$ cat src/rtl/hazard_unit_param.sv
// Hazard unit for the 5-stage MIPS pipeline with per-class stall lengths and multi-cycle sequencing.
// Optional statistics counters are built when HAZARD_STATS_EN is defined.
module hazard_unit_param #(
  parameter int unsigned REG_ADDR_W    = 5,
  parameter int unsigned LOADUSE_STALL = 1,
  parameter int unsigned BR_ALU_STALL  = 1,
  parameter int unsigned BR_LOAD_STALL = 2,
  parameter int unsigned STAT_W        = 16
) (
  input  logic                  clk,
  input  logic                  rst_n,
  input  logic                  branching,
  input  logic                  id_branch,
  input  logic                  id_uses_rt,
  input  logic [REG_ADDR_W-1:0] id_rs,
  input  logic [REG_ADDR_W-1:0] id_rt,
  input  logic                  ex_mem_read,
  input  logic                  ex_reg_write,
  input  logic [REG_ADDR_W-1:0] ex_rd,
  input  logic                  mem_mem_read,
  input  logic [REG_ADDR_W-1:0] mem_rd,
  output logic                  flush,
  output logic                  wen,
  output logic                  delay,
  output logic [1:0]            stall_src,
  output logic [STAT_W-1:0]     stall_cycles,
  output logic [STAT_W-1:0]     flush_count
);

  localparam int unsigned BR_MEM_STALL = (BR_LOAD_STALL >= 1) ? 1 : 0;
  localparam int unsigned MAX_LB       = (LOADUSE_STALL > BR_LOAD_STALL) ? LOADUSE_STALL : BR_LOAD_STALL;
  localparam int unsigned MAX_ALL      = (MAX_LB > BR_ALU_STALL) ? MAX_LB : BR_ALU_STALL;
  localparam int unsigned MAX_STALL    = (MAX_ALL > 1) ? MAX_ALL : 1;
  localparam int unsigned CNT_W        = $clog2(MAX_STALL) + 1;

  localparam bit LU_EN  = (LOADUSE_STALL != 0);
  localparam bit BA_EN  = (BR_ALU_STALL != 0);
  localparam bit BL_EN  = (BR_LOAD_STALL != 0);
  localparam bit BLM_EN = (BR_MEM_STALL != 0);

  typedef enum logic { IDLE, STALL } state_t;
  typedef enum logic [1:0] {
    SRC_NONE     = 2'd0,
    SRC_LOAD_USE = 2'd1,
    SRC_BR_ALU   = 2'd2,
    SRC_BR_LOAD  = 2'd3
  } src_t;

  state_t           state;
  src_t             src_q;
  logic [CNT_W-1:0] cnt;

  logic             exm;
  logic             memm;
  src_t             det_src;
  logic [CNT_W-1:0] det_n;
  logic             flush_i;
  logic             wen_i;
  logic             delay_i;
  logic [1:0]       src_i;

  // Register 0 is hardwired, so it never creates a dependency
  assign exm  = (ex_rd != '0) && ((ex_rd == id_rs) || (id_uses_rt && (ex_rd == id_rt)));
  assign memm = (mem_rd != '0) && ((mem_rd == id_rs) || (id_uses_rt && (mem_rd == id_rt)));

  // Priority hazard classification; a class with a zero stall length is treated as absent
  always_comb begin
    det_src = SRC_NONE;
    det_n   = '0;
    if (BL_EN && id_branch && ex_mem_read && exm) begin
      det_src = SRC_BR_LOAD;
      det_n   = CNT_W'(BR_LOAD_STALL);
    end else if (BLM_EN && id_branch && mem_mem_read && memm) begin
      det_src = SRC_BR_LOAD;
      det_n   = CNT_W'(BR_MEM_STALL);
    end else if (BA_EN && id_branch && ex_reg_write && !ex_mem_read && exm) begin
      det_src = SRC_BR_ALU;
      det_n   = CNT_W'(BR_ALU_STALL);
    end else if (LU_EN && !id_branch && ex_mem_read && exm) begin
      det_src = SRC_LOAD_USE;
      det_n   = CNT_W'(LOADUSE_STALL);
    end
  end

  // Zero-latency pipeline controls; a taken branch squashes the stalled instruction
  always_comb begin
    flush_i = branching;
    wen_i   = 1'b1;
    delay_i = 1'b0;
    src_i   = SRC_NONE;
    if (!branching) begin
      if (state == STALL) begin
        wen_i   = 1'b0;
        delay_i = 1'b1;
        src_i   = src_q;
      end else if (det_src != SRC_NONE) begin
        wen_i   = 1'b0;
        delay_i = 1'b1;
        src_i   = det_src;
      end
    end
  end

  assign flush     = rst_n & flush_i;
  assign wen       = ~rst_n | wen_i;
  assign delay     = rst_n & delay_i;
  assign stall_src = rst_n ? src_i : 2'd0;

  // Stall sequencer: the detection cycle is the first of N stall cycles
  always_ff @(posedge clk or negedge rst_n) begin
    if (!rst_n) begin
      state <= IDLE;
      cnt   <= '0;
      src_q <= SRC_NONE;
    end else begin
      case (state)
        IDLE: begin
          if (!branching && (det_src != SRC_NONE) && (det_n > CNT_W'(1))) begin
            state <= STALL;
            cnt   <= det_n - CNT_W'(1);
            src_q <= det_src;
          end
        end
        STALL: begin
          if (branching || (cnt == CNT_W'(1))) begin
            state <= IDLE;
            cnt   <= '0;
            src_q <= SRC_NONE;
          end else begin
            cnt <= cnt - CNT_W'(1);
          end
        end
        default: begin
          state <= IDLE;
          cnt   <= '0;
          src_q <= SRC_NONE;
        end
      endcase
    end
  end

`ifdef HAZARD_STATS_EN
  logic [STAT_W-1:0] stall_q;
  logic [STAT_W-1:0] flush_q;

  // Saturating event counters, cleared only by reset
  always_ff @(posedge clk or negedge rst_n) begin
    if (!rst_n) begin
      stall_q <= '0;
      flush_q <= '0;
    end else begin
      if (delay_i && (stall_q != '1)) stall_q <= stall_q + STAT_W'(1);
      if (flush_i && (flush_q != '1)) flush_q <= flush_q + STAT_W'(1);
    end
  end

  assign stall_cycles = stall_q;
  assign flush_count  = flush_q;
`else
  assign stall_cycles = '0;
  assign flush_count  = '0;
`endif

endmodule

$ cat config.mk
export PLATFORM = sky130hd
export DESIGN_NAME = hazard_unit_param
export DESIGN_NICKNAME = d
export VERILOG_FILES = /design/src/rtl/hazard_unit_param.sv
export SDC_FILE = /design/constraint.sdc
export NUM_CORES = 1
export LEC_CHECK = 0
export ABC_AREA = 1
export CORE_MARGIN = 2
export CORE_UTILIZATION = 39
export CTS_CLUSTER_SIZE = 20
export DETAILED_ROUTE_END_ITERATION = 7
export HOLD_SLACK_MARGIN = 0.05
export PLACE_DENSITY = 0.87
export SETUP_SLACK_MARGIN = 0.05
export SLEW_MARGIN = 30
export SYNTH_ARGS = -nofsm -noshare
export SYNTH_HDL_FRONTEND = slang
export SYNTH_SLANG_ARGS = --single-unit
$ cat constraint.sdc
create_clock -name clk -period 2.6 [get_ports clk]
set_input_delay 0.52 -clock clk [delete_from_list [all_inputs] [get_ports clk]]
set_output_delay 0.52 -clock clk [all_outputs]
set_load 0.05 [all_outputs]
# After elaboration in Yosys (flattened, before gate mapping)
# Index checks and enable logic that the tools add are counted.
dict set report word_totals {
  mem_count 0
  word_cells 69
  latchBits 0
  ram_bits 0
  inputBits 28
  reg_bits 5
  out_inout_bits 37
  mem_bits_ro 0
}
dict set report classes {
  mux 26
  reduce_logical 25
  bitwise 5
  n_addsub 2
  multipliers 0
  shifts 0
  n_lt_le_gt_ge 1
  n_eq_ne 7
  div_mod_pow 0
}
# cell count
set ops {}
lappend ops {{2-bit two-way mux} 13}
lappend ops {{5-bit == test} 4}
lappend ops {{1-bit logical AND} 15}
lappend ops {{1-bit two-way mux} 10}
lappend ops {{5-bit nonzero test} 2}
lappend ops {{2-bit one-hot mux with 2 select lines} 2}
lappend ops {{2-bit by 1-bit subtractor with 2-bit output, second input constant} 2}
lappend ops {{1-bit zero test} 3}
lappend ops {{1-bit logical OR} 3}
lappend ops {{1-bit AND} 2}
lappend ops {{2-bit by 1-bit == test with 1-bit output, second input constant} 1}
lappend ops {{2-bit by 1-bit > comparator with 1-bit output, second input constant} 1}
lappend ops {{2-bit by 1-bit inequality test with 1-bit output, second input constant} 1}
lappend ops {{2-bit inequality test, second input constant} 1}
lappend ops {{1-bit inverter} 2}
lappend ops {{1-bit one-hot mux with 2 select lines} 1}
lappend ops {{2-bit AND reduction} 1}
lappend ops {{2-bit nonzero test} 1}
lappend ops {{1-bit OR} 1}

# Longest topological paths before layout
# Gate-level depths: netlist of the first run.
dict set report logic_depth {
  word_depth 14
  ltp_mapped 10
  depth_no_buf 10
}

# Worst setup path before layout of the first run
# No wires, ideal clock.
dict set report synth_timing {
  path_kind {input to output}
  from {input ex_rd[4]}
  to {output wen}
  cell_stages 5
  n_path_buf 0
  slack_ns 0.272
  arrival_ns 1.808
  required_time_ns 2.080
  path_cell_list {nor3_1 nand3_2 nand3_1 nand3_2 o21bai_1}
}
dict set report synth_between {
  elab_chain_len 14
  elab_cells_between_ends 18
  cone_classes {eq/ne (2); mux (7); bitwise (1); reduce/logical (8)}
}
# item line
set synth_rtl {}
lappend synth_rtl {{start: declaration} 19} ;# input logic [REG_ADDR_W-1:0] ex_rd,
lappend synth_rtl {{5-bit == test} 63} ;# assign exm = (ex_rd != '0) && ((ex_rd == id_rs) || (id_uses_rt && (ex_rd == id_rt)));
lappend synth_rtl {{1-bit logical AND} 63}
lappend synth_rtl {{1-bit logical OR} 63}
lappend synth_rtl {{1-bit logical AND *} 63}
lappend synth_rtl {{1-bit logical AND} 79} ;# end else if (LU_EN && !id_branch && ex_mem_read && exm) begin
lappend synth_rtl {{1-bit two-way mux} 79}
lappend synth_rtl {{2-bit two-way mux} 76} ;# end else if (BA_EN && id_branch && ex_reg_write && !ex_mem_read && exm) begin
lappend synth_rtl {{2-bit two-way mux} 73} ;# end else if (BLM_EN && id_branch && mem_mem_read && memm) begin
lappend synth_rtl {{2-bit two-way mux *} 70} ;# if (BL_EN && id_branch && ex_mem_read && exm) begin
lappend synth_rtl {{2-bit nonzero test *} 96} ;# end else if (det_src != SRC_NONE) begin
lappend synth_rtl {{1-bit two-way mux *} 96}
lappend synth_rtl {{1-bit two-way mux *} 92} ;# if (state == STALL) begin
lappend synth_rtl {{1-bit two-way mux *} 91} ;# if (!branching) begin
lappend synth_rtl {{1-bit OR *} 105} ;# assign wen = ~rst_n | wen_i;
lappend synth_rtl {{end: declaration} 23} ;# output logic wen,
# Every way passes the cells marked *; elsewhere a longest branch is shown, timed or not.

# Worst setup path in the final report of the first run
dict set report layout_timing {
  from {input id_rs[4]}
  to {output delay}
}
dict set report layout_between {
  elab_chain_len 13
  elab_cells_between_ends 19
  cone_classes {eq/ne (2); mux (7); bitwise (1); reduce/logical (9)}
}
# item line
set layout_rtl {}
lappend layout_rtl {{start: declaration} 15} ;# input logic [REG_ADDR_W-1:0] id_rs,
lappend layout_rtl {{5-bit == test} 63}
lappend layout_rtl {{1-bit logical OR} 63}
lappend layout_rtl {{1-bit logical AND} 63}
lappend layout_rtl {{1-bit logical AND} 79}
lappend layout_rtl {{1-bit two-way mux} 79}
lappend layout_rtl {{2-bit two-way mux} 76}
lappend layout_rtl {{2-bit two-way mux} 73}
lappend layout_rtl {{2-bit two-way mux *} 70}
lappend layout_rtl {{2-bit nonzero test *} 96}
lappend layout_rtl {{1-bit two-way mux *} 96}
lappend layout_rtl {{1-bit two-way mux *} 92}
lappend layout_rtl {{1-bit two-way mux *} 91}
lappend layout_rtl {{1-bit AND *} 106} ;# assign delay = rst_n & delay_i;
lappend layout_rtl {{end: declaration} 24} ;# output logic delay,
# Marked as above.

==> results of run 1 <==
## stage by stage
step / area [um^2] / TNS, ns / power (mW) / hold slack, ns / util (%)
2_1_floorplan: 1090 / 0 / 0.416 / 0.224 / -
3_3_place_gp: 1280 / -0.0173 / 0.485 / 0.476 / 53.3
3_5_place_dp: 1280 / -0.0306 / 0.494 / 0.491 / 53.3
4_1_cts: 1310 / 0 / 0.587 / 0.502 / 54.5
5_1_grt: 1360 / 0 / 0.639 / 0.524 / 56.5
6_report: 1360 / 0 / 0.587 / 0.503 / 56.5
## worst max-delay path, stage by stage
cell and delay [ns]:
sky130_fd_sc_hd__clkdlybuf4s50_1 0.52, sky130_fd_sc_hd__xnor2_1 0.14, sky130_fd_sc_hd__nand3_1 0.11, sky130_fd_sc_hd__nand2_2 0.12, sky130_fd_sc_hd__nand3_2 0.08, sky130_fd_sc_hd__nand3_2 0.10
sky130_fd_sc_hd__nor2_1 0.06, sky130_fd_sc_hd__nor2_2 0.12, sky130_fd_sc_hd__buf_12 0.15
## synth_stat cells, types with 2 or more instances
| cell | n | share of area, % |
|---|---|---|
| sky130_fd_sc_hd__nand2_1 | 47 | 18 |
| sky130_fd_sc_hd__buf_4 | 32 | 25 |
| sky130_fd_sc_hd__inv_1 | 23 | 8.9 |
| sky130_fd_sc_hd__nor2_1 | 23 | 8.9 |
| sky130_fd_sc_hd__nand3_1 | 12 | 6.2 |
| sky130_fd_sc_hd__dfrtp_1 | 5 | 13 |
| sky130_fd_sc_hd__inv_2 | 5 | 1.9 |
| sky130_fd_sc_hd__o21ai_0 | 5 | 2.6 |
| sky130_fd_sc_hd__xor2_1 | 3 | 2.7 |
| sky130_fd_sc_hd__nand3_2 | 2 | 2.1 |
| sky130_fd_sc_hd__nor3_1 | 2 | 1.0 |
| sky130_fd_sc_hd__xnor2_1 | 2 | 1.8 |
## state kept, by name, summed over array words and instances (netlist names)
| name | cells |
|---|---|
| src_q | 2 |
| cnt | 2 |
| state | 1 |
## how the worst min path moves through the flow
stage	from	endpoint	cells past startpoint
2_1_floorplan	rst_n	cnt[0]	0
3_3_place_gp	src_q[1]	src_q[1]	2
3_5_place_dp	cnt[1]	cnt[1]	2
4_1_cts	cnt[1]	cnt[1]	2
5_1_grt	src_q[1]	src_q[1]	2
6_report	cnt[1]	cnt[1]	2
## placed cells by master (no fill, tap or decap), types with 2 or more instances in the layout
cell / instances
sky130_fd_sc_hd__buf_12: 5
sky130_fd_sc_hd__buf_4: 6
sky130_fd_sc_hd__clkbuf_4: 3
sky130_fd_sc_hd__clkdlybuf4s50_1: 8
sky130_fd_sc_hd__conb_1: 32
sky130_fd_sc_hd__dfrtp_1: 5
sky130_fd_sc_hd__dlygate4sd2_1: 8
sky130_fd_sc_hd__dlymetal6s2s_1: 11
sky130_fd_sc_hd__inv_1: 21
sky130_fd_sc_hd__inv_2: 7
sky130_fd_sc_hd__nand2_1: 47
sky130_fd_sc_hd__nand3_1: 10
sky130_fd_sc_hd__nand3_2: 4
sky130_fd_sc_hd__nor2_1: 21
sky130_fd_sc_hd__nor2_2: 3
sky130_fd_sc_hd__nor3_1: 2
sky130_fd_sc_hd__o21ai_0: 3
sky130_fd_sc_hd__o21ai_1: 3
sky130_fd_sc_hd__xnor2_1: 2
sky130_fd_sc_hd__xor2_1: 3
## layer usage
layer	up-vias	GRT usage, %
li1	532	-
met1	463	19.8
met2	45	27.8
met3	4	1.94
met4	0	5.56
met5	-	0
## logic make-up after synthesis
| group | share of synthesized area, % |
|---|---|
| buffers and inverters | 36.0 |
| and+or+nand+nor | 40.5 |
| adders and majority gates | 1.29 |
| xor gates and xnor gates | 4.52 |
| DFF | 12.9 |
| other | 0.387 |
| AOI/OAI and AO/OA | 4.39 |
## power by group through the flow
stage / logic (mW) / clock network [mW] / registers [mW]
2_1_floorplan: 0.289 / 0 / 0.127
3_3_place_gp: 0.353 / 0 / 0.131
3_5_place_dp: 0.362 / 0 / 0.133
4_1_cts: 0.362 / 0.0927 / 0.131
5_1_grt: 0.404 / 0.100 / 0.135
6_report: 0.364 / 0.0920 / 0.131
## cell type report
type	instances	area, um^2	share of cell area (%)
Timing Repair Buffer	38	433	31.8
Sequential cell	5	125	9.19
Inverter	29	109	8.00
Clock buffer	4	26.3	1.93
Multi-Input combinational cell	136	631	46.3
Tap cell	30	37.5	2.76
## what timing repair did
item	4_1_cts	5_1_grt
hold buffers	0	0
pin swaps	3	5
gates resized for setup	10	18
buffers inserted	1	1
setup endpoints to repair	3	4
==> out/results.txt, run 1 <==
Outcome: complete, no violations
Share of total power consumed by net switching: 51.2%
Antenna violation net count after detailed routing: 0
TritonCTS clock tree: built
Sequential power share: 22.4%
Total overflow reported by the global router: 0
Data required time at the worst endpoint: 2.08 ns
Final standard cell count with taps included and fillers excluded: 242
Setup Viol. Count Final: 0
Core Box Area: 2410 um^2
Final cycle utilization of the critical path: 94.3%
Fraction of registers with async set or reset after synthesis: 100%
Crit Reg-Reg Endpoint: src_q[0]
Total wire length: 2220 um
Top-Level Pins: 65
Number of slew-limit violations in the final report: 0
Sequential-to-total area share from yosys stat: 12.9%
Deepest level of the CTS H-tree: 1
Reg2reg setup slack: 1.48 ns
DPL Wire Length: 1840 um
Unrepaired setup endpoints after global routing: no
Total track usage: 15.9%
Number of buffers inserted by port buffering: 32
Reported max-cap violation count: 0
Post-route DRC: 0
Initial antenna violation count: 0
Detailed route wirelength on metal2: 1130 um
Sink Count: 5
Unique cell type count in the Yosys netlist: 22
Highest clock rate: 408 MHz
Reported leakage power: 0.889 nW
Maximum number of pins on one net before global-route repair: 10
DIE WIDTH: 53.9 um
Area growth from synthesis to layout: 40.4%
Clock root buffer: sky130_fd_sc_hd__clkbuf_4
Met3 wirelength from detailed routing: 176 um
Starting utilization of the core area: 40.2%
Final-layout fill cell count: 234
Post-layout min period: 2.45 ns
Maximum clock insertion buffer count: 2
Overall die height: 53.9 um
Clk_lat worst skew: 0.25 ns
Violation count after the first detailed-route iteration: 13
Startpoint type of the worst setup path: input port
Number of rows in the core area: 18
Layout cell share with drive strength beyond 1: 14.6%
First-pass GRT wire length: 3400 um
Number of global-route vias before repair: 846
Most frequently used flop master after synthesis: sky130_fd_sc_hd__dfrtp_1
Data arrival time of the critical path: 1.93 ns
Netlist area before placement: 970 um^2
Worst hold path class: flop to flop
Reg2Reg Launch Point: state
Synth Area per Inst: 5.67 um^2
Number of synthesized register bits: 5
Clock network fraction of design power: 15.7%
Top fanout value on the critical path: 4
Mean number of vias per cell: 4.31
End of the critical path: delay
# placed instances: 236
Power share of the combinational group: 62.0%
WS Path Type: input port to output pin
Routed met1 length: 883 um
Global placer's final weighted congestion: 0.879
Beginning of the critical path: id_rs[4]
First-pass iteration count of the detailed router: 4
Number of buffers added by the clock tree synthesis step: 3
Endpoint kind of the worst setup timing path: output pin
Net Sw Power: 301 uW
Final worst slack: 0.147 ns
Max Clock Skew: 0.00143 ns
Top layer used by detailed routing: met4
Number of warnings issued by yosys: 0
VDD IR-drop max: 0.292 mV
Cell count after synthesis: 171
Worst-path clk slew: 0.04 ns
Hold Vio Cnt, Final: 0
Cell Pwr Density: 431 nW/um^2
Post-DR wirelength/cell: 9.19 um
Number of vias in the routed layout: 1,044
Internal power: 287 uW
Number of antenna repair diodes: 0
EDFF count, synth: 0
Die Footprint: 2900 um^2
Worst setup timing slack at the placement stage: -0.0306 ns
Path depth of the worst reg2reg path: 3
Final nets: 242
Power figures use the tool's default switching activity.
==> run 2: changes to the inputs <==
--- a/config.mk
+++ b/config.mk
@@ -12,8 +12,9 @@
 export DETAILED_ROUTE_END_ITERATION = 7
 export HOLD_SLACK_MARGIN = 0.05
 export PLACE_DENSITY = 0.87
-export SETUP_SLACK_MARGIN = 0.05
+export SETUP_SLACK_MARGIN = 0.15
 export SLEW_MARGIN = 30
 export SYNTH_ARGS = -nofsm -noshare
 export SYNTH_HDL_FRONTEND = slang
 export SYNTH_SLANG_ARGS = --single-unit
+export TNS_END_PERCENT = 50
==> out/results.txt, run 2 (synthesis gave the netlist of run 1 again) <==
Sink Count: 5 (unchanged)
Clk_lat worst skew: 0.25 ns (about the same)
Total wire length: 2150 um (-3.3%)
Total area of multi-input combinational cells: 633 um^2 (+0.40%)
Maximum number of pins on one net before global-route repair: 10 (unchanged)
Share of total power consumed by net switching: 51.6% (+0.43 points)
Final cycle utilization of the critical path: 89.9% (-4.4 points)
Global placer's final weighted congestion: 0.879 (unchanged)
Post-layout min period: 2.34 ns (-0.114 ns)
Top fanout value on the critical path: 4 (unchanged)
Commonest non-fill, non-tap cells in the layout: sky130_fd_sc_hd__nand2_1, sky130_fd_sc_hd__conb_1, sky130_fd_sc_hd__inv_1, sky130_fd_sc_hd__nor2_1, sky130_fd_sc_hd__dlygate4sd2_1
Path depth of the worst reg2reg path: 3 (unchanged)
Overall die height: 53.9 um (unchanged)
Core Box Area: 2410 um^2 (unchanged)
Setup Viol. Count Final: 0 (unchanged)
Number of buffers inserted by port buffering: 32 (unchanged)
Violation count after the first detailed-route iteration: 13 (unchanged)
Area growth from synthesis to layout: 35.5%
Data required time at the worst endpoint: 2.08 ns (about the same)
WS Path Type: input port to output pin
VDD IR-drop max: 0.291 mV (-0.36%)
Total track usage: 16.1% (+0.17 points)
Number of instances on the worst hold path: 2 (unchanged)
Worst-path clk slew: 0.04 ns (about the same)
Starting utilization of the core area: 40.2% (unchanged)
TritonCTS clock tree: built
Highest clock rate: 428 MHz (+4.9%)
Clock network fraction of design power: 15.9% (+0.2 points)
Layout cell share with drive strength beyond 1: 14.2% (-0.40 points)
Initial antenna violation count: 0 (unchanged)
Reported max-cap violation count: 0 (unchanged)
Clock root buffer: sky130_fd_sc_hd__clkbuf_4
Number of antenna repair diodes: 0 (unchanged)
Internal power: 281 uW (-2.0%)
Hold buffers post-CTS: 0 (unchanged)
Total cell area at the placement stage: 1280 um^2 (unchanged)
Reported leakage power: 0.810 nW (-8.9%)
Beginning of the worst hold path: cnt[1]
Outcome: complete, no violations
Number of rows in the core area: 18 (unchanged)
Startpoint type of the worst setup path: input port
Post-DR wirelength/cell: 8.93 um (-2.9%)
Worst hold path class: flop to flop
Final standard cell count with taps included and fillers excluded: 241 (-0.41%)
Endpoint kind of the worst setup timing path: output pin
Cell Pwr Density: 442 nW/um^2 (+2.4%)
Most common cell after layout, fill and taps aside: sky130_fd_sc_hd__nand2_1
Power share of the combinational group: 61.5% (-0.5 points)
Deepest level of the CTS H-tree: 1 (unchanged)
Net Sw Power: 300 uW (-0.35%)
Final nets: 241 (-0.41%)
# placed instances: 236 (unchanged)
Max Clock Skew: 0.00232 ns (+0.000889 ns)
First-pass GRT wire length: 3440 um (+1.2%)
Mean number of vias per cell: 4.27 (-1.1%)
Top-Level Pins: 65 (unchanged)
Post-route DRC: 0 (unchanged)
Die Footprint: 2900 um^2 (unchanged)
Beginning of the critical path: mem_rd[2]
Number of vias in the routed layout: 1,028 (-1.5%)
Final-layout fill cell count: 253 (+8.1%)
Data arrival time of the critical path: 1.82 ns (-0.11 ns)
Hold Vio Cnt, Final: 0 (unchanged)
DPL Wire Length: 1840 um (unchanged)
Reg2Reg Launch Point: state
First-pass iteration count of the detailed router: 4 (unchanged)
Unrepaired setup endpoints after global routing: no
Biggest regs: cnt x2, src_q x2, state x1
Worst hold margin: 0.501 ns (-0.00206 ns)
Finished Cell Area: 1310 um^2 (-3.5%)
DIE WIDTH: 53.9 um (unchanged)
Area occupied by registers: 125 um^2 (unchanged)
Total overflow reported by the global router: 0 (unchanged)
Number of slew-limit violations in the final report: 0 (unchanged)
Sequential power share: 22.6% (+0.2 points)
Maximum clock insertion buffer count: 2 (unchanged)
Number of global-route vias before repair: 861 (+1.8%)
Number of buffers added by the clock tree synthesis step: 3 (unchanged)
Antenna violation net count after detailed routing: 0 (unchanged)
## run 2: timing repair
| action | in CTS | in global routing |
|---|---|---|
| setup buffers | 1 | 0 |
| gates resized for setup | 27 | 4 |
| setup endpoints to repair | 4 | 3 |
| pin swaps | 5 | 4 |
## run 2: layout make-up
class                      count  share of cell area, %
clock buffer                   4                   2.00
inverter                      29                   8.29
multi-input combinational    136                   48.2
sequential                     5                   9.52
tap                           30                   2.86
timing repair buffer          37                   29.1
## run 2: path summary, 6_finish.rpt
| check | endpoint | slack, ns |
|---|---|---|
| setup / recovery | delay | 0.26 |
| hold / removal | cnt[1] | 0.50 |
| setup reg to reg | src_q[0] | 1.48 |
| hold reg to reg | cnt[1] | 0.50 |
| max in group asynchronous | cnt[0] | 1.90 |
| min in group asynchronous | src_q[0] | 0.59 |
## run 2: power groups by stage
stage	registers, mW	clock network (mW)	logic (mW)
after floorplan	0.127	0	0.289
after global placement	0.131	0	0.353
after detailed placement	0.133	0	0.362
after CTS	0.131	0.0927	0.358
after global routing	0.135	0.100	0.397
final	0.131	0.0922	0.357
## run 2: layer usage
metal | global-route usage [%] | vias up | routed length (um)
li1 | - | 531 | -
met1 | 20.1 | 445 | 861
met2 | 27.4 | 47 | 1080
met3 | 2.22 | 5 | 169
met4 | 6.41 | 0 | 36
met5 | 0 | - | 0
## run 2: per-stage QoR
stage	util (%)	worst slack, ns	power [mW]	TNS [ns]
floorplan	-	0.272	0.416	0
global placement	53.3	-0.0173	0.485	-0.0173
detailed placement	53.3	-0.0306	0.494	-0.0306
CTS	54.5	0.178	0.582	0
global route	54.5	0.152	0.633	0
finish	54.5	0.261	0.580	0
## run 2: worst max-delay path, stage by stage
cell	delay, ns
sky130_fd_sc_hd__dlygate4sd2_1	0.29
sky130_fd_sc_hd__nor3_1	0.22
sky130_fd_sc_hd__nand3_1	0.12
sky130_fd_sc_hd__nand3_1	0.10
sky130_fd_sc_hd__inv_1	0.04
sky130_fd_sc_hd__nand2_1	0.09
sky130_fd_sc_hd__nand3_2	0.11
sky130_fd_sc_hd__nor2_1	0.13
sky130_fd_sc_hd__nor2_2	0.06
sky130_fd_sc_hd__buf_12	0.14
==> run 3: changes to the inputs <==
--- a/config.mk
+++ b/config.mk
@@ -5,14 +5,16 @@
 export SDC_FILE = /design/constraint.sdc
 export NUM_CORES = 1
 export LEC_CHECK = 0
-export ABC_AREA = 1
+export CELL_PAD_IN_SITES_DETAIL_PLACEMENT = 0
+export CELL_PAD_IN_SITES_GLOBAL_PLACEMENT = 1
 export CORE_MARGIN = 2
-export CORE_UTILIZATION = 39
+export CORE_UTILIZATION = 24
 export CTS_CLUSTER_SIZE = 20
 export DETAILED_ROUTE_END_ITERATION = 7
 export HOLD_SLACK_MARGIN = 0.05
-export PLACE_DENSITY = 0.87
+export PLACE_DENSITY_LB_ADDON = 0.1
 export SETUP_SLACK_MARGIN = 0.15
+export SKIP_LAST_GASP = 1
 export SLEW_MARGIN = 30
 export SYNTH_ARGS = -nofsm -noshare
 export SYNTH_HDL_FRONTEND = slang
==> out/results.txt, run 3 <==
Core Box Area: 3360 um^2 (+40%)
Post-route DRC: 0 (unchanged)
WS Path Type: input port to output pin
Unrepaired setup endpoints after global routing: yes
Path depth of the worst reg2reg path: 4 (+1)
Main area contributors after synthesis: sky130_fd_sc_hd__buf_4, sky130_fd_sc_hd__xnor2_1, sky130_fd_sc_hd__dfrtp_1
Antenna violation net count after detailed routing: 0 (unchanged)
Initial antenna violation count: 0 (unchanged)
Reg2Reg Launch Point: state
Max Clock Skew: 0.00312 ns (+0.000799 ns)
Data required time at the worst endpoint: 2.08 ns (about the same)
Most frequent cells after synthesis: sky130_fd_sc_hd__buf_4, sky130_fd_sc_hd__xnor2_1, sky130_fd_sc_hd__nor2_1, sky130_fd_sc_hd__o21ai_0
Total overflow reported by the global router: 0 (unchanged)
Area share of the largest cell type after synthesis: 28.5% (+3.8 points)
Cell Pwr Density: 358 nW/um^2 (-19%)
Final cycle utilization of the critical path: 94.8% (+4.9 points)
Highest-delay cell along the critical path: sky130_fd_sc_hd__or3_1
Synth Area per Inst: 7.80 um^2 (+37%)
Number of vias in the routed layout: 832 (-19%)
Total wire length: 2200 um (+2.2%)
Maximum clock insertion buffer count: 2 (unchanged)
Beginning of the critical path: mem_rd[0]
Number of global-route vias before repair: 796 (-7.5%)
Global placer's final weighted congestion: 0.840 (-4.5%)
Number of buffers inserted by port buffering: 32 (unchanged)
Maximum number of pins on one net before global-route repair: 11 (+1)
Detailed route wirelength on metal2: 1180 um (+9.2%)
Mean number of vias per cell: 4.02 (-5.8%)
Most frequently used flop master after synthesis: sky130_fd_sc_hd__dfrtp_1
List of cells traversed by the critical path: buf_6 -> or3_1 -> o311a_1 -> and3_4 -> a221o_1 -> buf_12
Reported leakage power: 0.606 nW (-25%)
VDD IR-drop max: 0.137 mV (-53%)
Violation count after the first detailed-route iteration: 10 (-3)
First-pass GRT wire length: 3720 um (+8.0%)
Clk_lat worst skew: 0.24 ns (about the same)
Cell count after synthesis: 108 (-37%)
Setup Viol. Count Final: 0 (unchanged)
Unique cell type count in the Yosys netlist: 28 (+27%)
Endpoint kind of the worst setup timing path: output pin
Biggest regs: cnt x2, src_q x2, state x1
Worst hold margin: 0.519 ns (+0.0187 ns)
Worst-path clk slew: 0.04 ns (about the same)
Number of antenna repair diodes: 0 (unchanged)
Highest clock rate: 406 MHz (-5.2%)
Final nets: 191 (-21%)
Outcome: complete, no violations
Layout cell share with drive strength beyond 1: 33.5% (+19 points)
First-pass iteration count of the detailed router: 3 (-1)
Top fanout value on the critical path: 2 (-2)
Commonest non-fill, non-tap cells in the layout: sky130_fd_sc_hd__conb_1, sky130_fd_sc_hd__buf_4, sky130_fd_sc_hd__xnor2_1, sky130_fd_sc_hd__clkbuf_2, sky130_fd_sc_hd__clkdlybuf4s50_1
DPL Wire Length: 1830 um (-0.13%)
Sink Count: 5 (unchanged)
Netlist area before placement: 842 um^2 (-13%)
Top-Level Pins: 65 (unchanged)
Area growth from synthesis to layout: 60.5%
Number of slew-limit violations in the final report: 0 (unchanged)
Worst setup timing slack at the placement stage: -0.197 ns (-0.167 ns)
Post-DR wirelength/cell: 10.6 um (+19%)
Data arrival time of the critical path: 1.95 ns (+0.13 ns)
Worst hold path class: flop to flop
Starting utilization of the core area: 25.0% (-15 points)
Final worst slack: 0.134 ns (-0.127 ns)
Top-count cell post-synth: sky130_fd_sc_hd__buf_4
Overall die height: 63.2 um (+17%)
TritonCTS clock tree: built
EDFF count, synth: 0 (unchanged)
Die Footprint: 4000 um^2 (+38%)
Fraction of registers with async set or reset after synthesis: 100% (unchanged)
Startpoint type of the worst setup path: input port
Number of warnings issued by yosys: 0 (unchanged)
Number of rows in the core area: 21 (+3)
Post-synth top area cell: sky130_fd_sc_hd__buf_4
Hold Vio Cnt, Final: 0 (unchanged)
Area occupied by registers: 125 um^2 (unchanged)
End of the critical path: delay
Overall Power: 484 uW (-17%)
Number of buffers added by the clock tree synthesis step: 3 (unchanged)
Post-layout min period: 2.47 ns (+0.127 ns)
Clock root buffer: sky130_fd_sc_hd__clkbuf_4
Met3 wirelength from detailed routing: 110 um (-35%)
Largest stage delay on the critical path: 0.37 ns (+0.08 ns)
Most common cell after layout, fill and taps aside: sky130_fd_sc_hd__conb_1
DIE WIDTH: 63.2 um (+17%)
Reg2reg setup slack: 1.26 ns (-0.22 ns)
Sequential-to-total area share from yosys stat: 14.9% (+2.0 points)
Number of synthesized register bits: 5 (unchanged)
Final-layout fill cell count: 368 (+45%)
Top layer used by detailed routing: met3
Total track usage: 11.6% (-4.5 points)
Total area of multi-input combinational cells: 669 um^2 (+5.7%)
Deepest level of the CTS H-tree: 1 (unchanged)
Routed met1 length: 905 um (+5.1%)
Crit Reg-Reg Endpoint: state
Reported max-cap violation count: 0 (unchanged)
-- run 3: cells by family after synthesis --
family | Yosys count | synth area share (%)
fa+ha+maj | 1 | 1.49
compound gates | 19 | 15.9
other cells | 1 | 0.445
xor+xnor | 20 | 20.8
buf+inv | 36 | 30.3
simple gates | 26 | 16.2
flops | 5 | 14.9
-- run 3: layout make-up --
type / instances / area share (%)
Clock buffer: 4 / 1.94
Timing Repair Buffer: 51 / 34.2
Sequential cell: 5 / 9.26
Inverter: 3 / 0.833
Tap cell: 46 / 4.26
Multi-Input combinational cell: 98 / 49.5
-- run 3: stage by stage --
step                      instances  util, %  instance area [um^2]  setup TNS [ns]
after detailed placement        200     37.8                  1270          -0.674
after CTS                       206     40.3                  1360               0
after global routing            207     40.2                  1350               0
after floorplan                 139        -                   968               0
after global placement          200     37.8                  1270          -0.701
final                           207     40.2                  1350               0
-- run 3: critical path: cells and delay by family --
kind                   cells  cell delay [ns]
AOI/OAI and AO/OA          2             0.61
buffers and inverters      2             0.25
and+or+nand+nor            2             0.56
-- run 3: layer usage --
layer / vias to the layer above / GRT usage [%]
met1: 392 / 14.4
met4: 0 / 1.63
met2: 33 / 20.7
li1: 407 / -
met3: 0 / 2.68
met5: - / 0
-- run 3: where the power goes --
| part | internal [mW] | switching (mW) |
|---|---|---|
| Clock | 0.0580 | 0.0316 |
| Combinational | 0.100 | 0.187 |
| Sequential | 0.0961 | 0.0111 |
| Total | 0.254 | 0.229 |
-- run 3: worst min path at each step --
stage / depth (start not counted) / end / from / slack (ns)
2_1_floorplan: 0 / cnt[0] / rst_n / 0.22
3_5_place_dp: 2 / src_q[0] / src_q[0] / 0.51
3_3_place_gp: 2 / src_q[1] / src_q[1] / 0.50
5_1_grt: 2 / src_q[0] / src_q[0] / 0.54
4_1_cts: 2 / src_q[0] / src_q[0] / 0.52
6_report: 2 / src_q[1] / src_q[1] / 0.52
-- run 3: timing repair --
action	4_1_cts	5_1_grt
setup buffers	2	1
setup endpoints to repair	4	4
pin swaps	9	14
hold buffers	0	0
gates resized for setup	44	21
